### config.mk
export PLATFORM = sky130hd
export DESIGN_NAME = nibble_add_seq
export DESIGN_NICKNAME = d
export VERILOG_FILES = /design/src/rtl/nibble_add_seq.sv
export SDC_FILE = /design/constraint.sdc
export NUM_CORES = 1
export LEC_CHECK = 0
export ABC_CLOCK_PERIOD_IN_PS = 6320
export BUFFER_PORTS_ARGS = -buffer_cell sky130_fd_sc_hd__buf_4
export CAP_MARGIN = 0
export CORE_ASPECT_RATIO = 0.5
export CORE_MARGIN = 10
export CORE_UTILIZATION = 39
export DETAILED_ROUTE_END_ITERATION = 10
export GPL_TIMING_DRIVEN = 0
export REMOVE_ABC_BUFFERS = 1
export SYNTH_ARGS = -nofsm -noshare
export SYNTH_HDL_FRONTEND = slang
export SYNTH_SLANG_ARGS = --single-unit
### constraint.sdc
create_clock -name clk -period 6.32 [get_ports clk]
set_clock_uncertainty 0.2 [all_clocks]
set_input_delay 1.896 -clock clk [delete_from_list [all_inputs] [get_ports clk]]
set_output_delay 1.896 -clock clk [all_outputs]
set_load 0.005 [all_outputs]
### src/rtl/nibble_add_seq.sv
// Multi-cycle N-nibble adder/subtractor built around one 4-bit ripple slice.
// One nibble per clock, LSB nibble first, carry held in a register between slices.
module nibble_add_seq #(
    parameter int NIBBLES = 4
) (
    input  logic                 clk,
    input  logic                 reset,
    input  logic                 start,
    input  logic                 sub,
    input  logic [4*NIBBLES-1:0] a,
    input  logic [4*NIBBLES-1:0] b,
    input  logic                 c_in,
    output logic                 busy,
    output logic                 done,
    output logic [4*NIBBLES-1:0] sum,
    output logic                 c_out,
    output logic                 ovf
);

    localparam int W  = 4 * NIBBLES;
    localparam int IW = $clog2(NIBBLES);

    typedef enum logic [1:0] {
        IDLE,
        RUN,
        DONE
    } state_t;

    state_t          state;
    logic [W-1:0]    a_reg;
    logic [W-1:0]    b_reg;
    logic [IW-1:0]   idx;
    logic            carry;

    logic [3:0]      sa;
    logic [3:0]      sb;
    logic [3:0]      ss;
    logic [4:0]      sc;
    logic            last;

    // Four chained full adders; this is the only combinational carry path.
    always_comb begin
        sa    = a_reg[4*idx +: 4];
        sb    = b_reg[4*idx +: 4];
        sc    = '0;
        ss    = '0;
        sc[0] = carry;
        for (int i = 0; i < 4; i++) begin
            ss[i]   = sa[i] ^ sb[i] ^ sc[i];
            sc[i+1] = (sa[i] & sb[i]) | (sc[i] & (sa[i] ^ sb[i]));
        end
    end

    assign last = (idx == IW'(NIBBLES - 1));

    always_ff @(posedge clk) begin
        if (reset) begin
            state <= IDLE;
            a_reg <= '0;
            b_reg <= '0;
            idx   <= '0;
            carry <= 1'b0;
            busy  <= 1'b0;
            done  <= 1'b0;
            sum   <= '0;
            c_out <= 1'b0;
            ovf   <= 1'b0;
        end else begin
            unique case (state)
                IDLE, DONE: begin
                    done <= 1'b0;
                    if (start) begin
                        a_reg <= a;
                        b_reg <= b ^ {W{sub}};
                        carry <= sub | c_in;
                        idx   <= '0;
                        busy  <= 1'b1;
                        state <= RUN;
                    end else begin
                        state <= IDLE;
                    end
                end
                RUN: begin
                    sum[4*idx +: 4] <= ss;
                    carry           <= sc[4];
                    if (last) begin
                        idx   <= '0;
                        busy  <= 1'b0;
                        done  <= 1'b1;
                        c_out <= sc[4];
                        ovf   <= (a_reg[W-1] == b_reg[W-1]) && (ss[3] != a_reg[W-1]);
                        state <= DONE;
                    end else begin
                        idx <= idx + 1'b1;
                    end
                end
                default: state <= IDLE;
            endcase
        end
    end

endmodule

# Yosys cells after proc, flatten, opt, wreduce, memory -nomap -nowiden
# Cells that the tools add are included.
[classes]
add_sub_neg = 2
bitwise_logic = 22
muxes = 14
shifts = 4
n_eq_ne = 7
n_reduce_logical = 9
[ops]
columns = ["operator", "n"]
rows = [
  ["$neg 4->34", 1],
  ["$shift 4x34->16 const A", 1],
  ["$shiftx 4x34->16", 1],
  ["$shiftx 16x5->4", 2],
  ["$bwmux 16", 1],
  ["$xor 16x16->16", 1],
  ["$and 1x1->1", 8],
  ["$pmux 2 s2", 2],
  ["$reduce_and 2->1", 4],
  ["$xor 1x1->1", 8],
  ["$mux 2", 3],
  ["$pmux 1 s2", 3],
  ["$mux 1", 5],
  ["$or 1x1->1", 5],
  ["$eq 2x2->1 const B", 2],
  ["$ne 2x2->1 const B", 2],
  ["$reduce_and 3->1", 1],
  ["$add 2x1->2 const B", 1],
  ["$eq 2x1->1 const B", 1],
  ["$logic_not 2->1", 1],
  ["$reduce_bool 2->1", 1],
  ["$reduce_or 2->1", 1],
  ["$eq 1x1->1", 1],
  ["$logic_and 1x1->1", 1],
  ["$ne 1x1->1", 1],
]
[word_totals]
wordCells = 68
out_inout_bits = 20
regBits = 57
in_bits = 37

# Depth between registers and ports, before layout
[logic_depth]
word_depth = 11
mapped_depth = 11

# Worst setup path before layout
# Ideal clock, no wire load.
[synth_timing]
kind = "register -> register"
startpoint = "reg idx[0]"
endpoint = "reg ovf"
setup_slack_ps = 3069
setup_ps = 132
synth_period_minus_slack_ps = 3251
required_time_ps = 5988
stages_incl_launch_ff = 12
t_arrival_ps = 2919
cell_sequence = "dfxtp_1 buf_6 mux4_2 fa_1 inv_1 fa_1 fa_1 inv_1 fa_1 and3b_1 a211oi_1 nor3_1"
[synth_between]
elab_chain_cells = 11
word_cells_on_any_way = 20
classes_between = "eq/ne (2); shift (2); bitwise (14); reduce/logical (2)"
[synth_rtl]
columns = ["element", "line", "text"]
rows = [
  ["start: declaration", "32", "logic [IW-1:0] idx;"],
  ["start signal: assignment", "94", "idx <= idx + 1'b1;"],
  ["$shiftx 16x5->4, on equally long branches", "43, 44", ""],
  ["$xor 1x1->1", "50", "sc[i+1] = (sa[i] & sb[i]) | (sc[i] & (sa[i] ^ sb[i]));"],
  ["$and 1x1->1", "50", ""],
  ["$or 1x1->1", "50", ""],
  ["$and 1x1->1", "50", ""],
  ["$or 1x1->1", "50", ""],
  ["$and 1x1->1", "50", ""],
  ["$or 1x1->1", "50", ""],
  ["$xor 1x1->1", "49", "ss[i] = sa[i] ^ sb[i] ^ sc[i];"],
  ["$ne 1x1->1", "91", "ovf <= (a_reg[W-1] == b_reg[W-1]) && (ss[3] != a_reg[W-1]);"],
  ["$logic_and 1x1->1", "91", ""],
  ["end signal: assignment", "91", ""],
  ["end: declaration", "17", "output logic ovf"],
]
# Several ways; a longest one is shown, not always the timed one.
# A chain may end at the register's enable or synchronous reset.

# Worst setup path after layout
# Ends and elaborated chain as after synthesis.

==> results_dict.tcl <==
set metrics [dict create \
    worstPathArrival_ns 3.71 \
    grt-ovfl-total 0 \
    die_w_um 138.8 \
    drt-pass1-iter-count 4 \
    seqCellArea_mm2 0.001141 \
    diodes 0 \
    tns_ns 0 \
    finalCritPeriodShare_pct 59.08 \
    crit_fanout 17 \
    fin_nets 377 \
    cts_buffer_depth 2 \
    cp_top_family "adder cells" \
    switching_power_uw 231.3 \
    syn_to_final_growth_pct 24.91 \
    setup-violations-final 0 \
    grt_usage_pct 10.78 \
    p_leak_nw 1.336 \
    synth.area.top_cells "dfxtp_1, nand2_1, a21oi_1, xnor2_1, mux4_2" \
    synthAdderAreaFrac_pct 5.636 \
    final_cell_mix "dfxtp_1, buf_4, nand2_1, a21oi_1, nor2_1" \
    fillCellCount 649 \
    path_clk_slew_ns 0.05 \
    synthesis.area_mm2 0.002753 \
    relSlewSlack_pct 43.67 \
    ys_types 36 \
    drt-total-wl_um 5866 \
    synth_xor_area_share_pct 5.091 \
    power_frac_seq_pct 40.9 \
    clockRootBuffer "clkbuf_16" \
    hold_violations 0 \
    cts.htree.levels 3 \
    avgRoutedWirePerCell_um 13.77 \
    clock-sinks 57 \
    reg2reg_depth 10 \
    gp_congestion 0.7392 \
    slowest_delay_ns 0.87 \
    synth_top_family_by_area "simple AND/OR/NAND/NOR gates" \
    wl_met2_um 2867 \
    multi_input_area_mm2 0.001413 \
    crit_path_frequent_cell "fa_1" \
    post-dp-hpwl_um 4221 \
    ios 57 \
    yosys_warnings 0 \
    finalCriticalPeriod_ns 3.734 \
    worstSetupEndpointType "flop" \
    max_cap_violations 0 \
    numCtsBuffers 9 \
    num_vias 2089 \
    vias_per_cell 4.904 \
    synthSimpleGateAreaFrac_pct 16.68 \
    port_buffers 56 \
    drc 0 \
    rsz0062_at_grt "false" \
    hp-class "flop to flop" \
    required_ns 6.30 \
    antenna_found_initial 0 \
    crit_path_top_delay_cell "dfxtp_1" \
    crit_cells 10 \
    grt_pass1_wl_um 9908 \
    drtIter0Drc 128 \
    crit_path_end "ovf" \
    switching_share_pct 23.93 \
    syn-instance-count 282 \
    worstReg2RegStart "idx[0]" \
    post_cts_resized 0 \
    startpoint_type "flop" \
    pwr-share-comb_pct 13.0 \
    cellInternalPower_uw 735.1 \
    die-height_um 79.41 \
    synth_compound_area_share_pct 15.95 \
    fp.coreArea_mm2 0.006779 \
    fp-row-count 21 \
    path_buf_inv 2 \
    crit_type "flop to flop" \
    m1WireLength_um 2627 \
    synth.largest_area_cell "dfxtp_1" \
    dieArea_mm2 0.01102 \
    ys_seq_elements 57 \
    layout_commonest_cell "dfxtp_1" \
    start_util_pct 40.61 \
    max_freq_mhz 267.8 \
    synth_top_area_share_pct 41.45 \
    ctsHoldBuffers 0 \
    setup_ws_ns 2.586 \
    worst_pin_slew_ns 0.8438 \
    clockPowerShare_pct 46.1 \
    seq_area_frac_synth_pct 41.45 \
    cts_setup_buffers 0 \
    grt_max_degree 62 \
    synth.area.mux_share_pct 7.955 \
    routed.top_layer "met4" \
    r2r_end "ovf" \
    drive_above_1_share_pct 28.14 \
    critPathLaunch "idx[0]" \
    status "finished clean" \
    peakVddDrop_mv 0.1440 \
    crit_chain "mux4_2, fa_1, inv_1, fa_1, fa_1, inv_1, fa_1, and3b_1, a211oi_1, nor3_1" \
    pwr_density_cell_mw_per_mm2 281.1 \
    pre_cts_slack_ns 2.548 \
    avgSynthCellArea_um2 9.761 \
    drv_slew 0 \
    antenna_left 0 \
    grt_pass1_vias 2102 \
    cts_tree "yes" \
    clk_latency_ns 0.32 \
    r2r_slack_ns 2.59 \
    dr_wl_met3_um 303 \
]
metrics by stage:
step | hold slack [ns] | total power, mW | util [%] | std cells | cell area (um2)
2_1_floorplan | 0.2255 | 0.4768 | - | 263 | 2621
3_3_place_gp | 0.2406 | 0.5267 | 46.57 | 411 | 3157
3_5_place_dp | 0.2459 | 0.5296 | 46.57 | 411 | 3157
4_1_cts | 0.2524 | 0.9787 | 50.72 | 426 | 3438
5_1_grt | 0.2705 | 1.009 | 50.72 | 426 | 3438
6_report | 0.2477 | 0.9664 | 50.72 | 426 | 3438
worst min path at each step:
stage	end	depth (start not counted)	slack, ns	startpoint
after floorplan	a_reg[6]	2	0.23	a_reg[6]
after global routing	a_reg[2]	2	0.27	a_reg[2]
after global placement	a_reg[14]	2	0.24	a_reg[14]
final	a_reg[14]	2	0.25	a_reg[14]
after CTS	a_reg[14]	2	0.25	a_reg[14]
after detailed placement	a_reg[14]	2	0.25	a_reg[14]
power by group through the flow:
stage,logic (mW),registers [mW],clock network (mW)
2_1_floorplan,0.0786,0.398,0
3_3_place_gp,0.125,0.402,0
3_5_place_dp,0.127,0.403,0
4_1_cts,0.127,0.396,0.456
5_1_grt,0.140,0.398,0.471
6_report,0.126,0.396,0.445
cell families (layout without fill, tap and decap cells):
kind of cell / count (synthesis) / in the layout
and+or+nand+nor: 92 / 92
AOI/OAI and AO/OA: 59 / 59
DFF: 57 / 57
buffers and inverters: 37 / 89
xor gates and xnor gates: 16 / 16
muxes: 11 / 11
adders and majority gates: 10 / 10
worst register-to-register path: cells and delay by family, from the launching register on:
family                     cells  cell delay (ns)
DFF                            1             0.87
and+or+nand+nor                2             0.27
adders and majority gates      4             1.31
muxes                          1             0.62
buffers and inverters          2             0.13
AOI/OAI and AO/OA              1             0.20
per-layer routing:
| metal | global-route usage (%) | vias up |
|---|---|---|
| met4 | 4.037 | 0 |
| met1 | 12.66 | 965 |
| met5 | 0 | - |
| met2 | 17.81 | 41 |
| li1 | - | 1076 |
| met3 | 4.038 | 7 |
synthesized netlist by cell type (all sizes together):
master  number
o32ai       12
and3b        1
xnor2       16
a211oi      17
nor3b        2
buf         18
a21oi       28
nor2        24
o21a         1
a311oi       1
mux4         8
or2          2
nand2b       8
or3          1
mux2         1
and2         3
clkbuf       1
mux2i        2
dfxtp       57
fa           4
nor2b        1
ha           6
nand3b       4
and2b        1
and4bb       1
nand2       38
inv         18
nand4b       2
nand4        3
nor3         1
area by class of cell:
class                      count  share of cell area (%)
clock buffer                  12                   7.751
clock inverter                 3                  0.4367
inverter                      18                   1.965
multi-input combinational    188                   41.08
sequential                    57                   33.19
tap                           92                   3.348
timing repair buffer          56                   12.23
No activity file was read; power rests on OpenSTA's default activity.
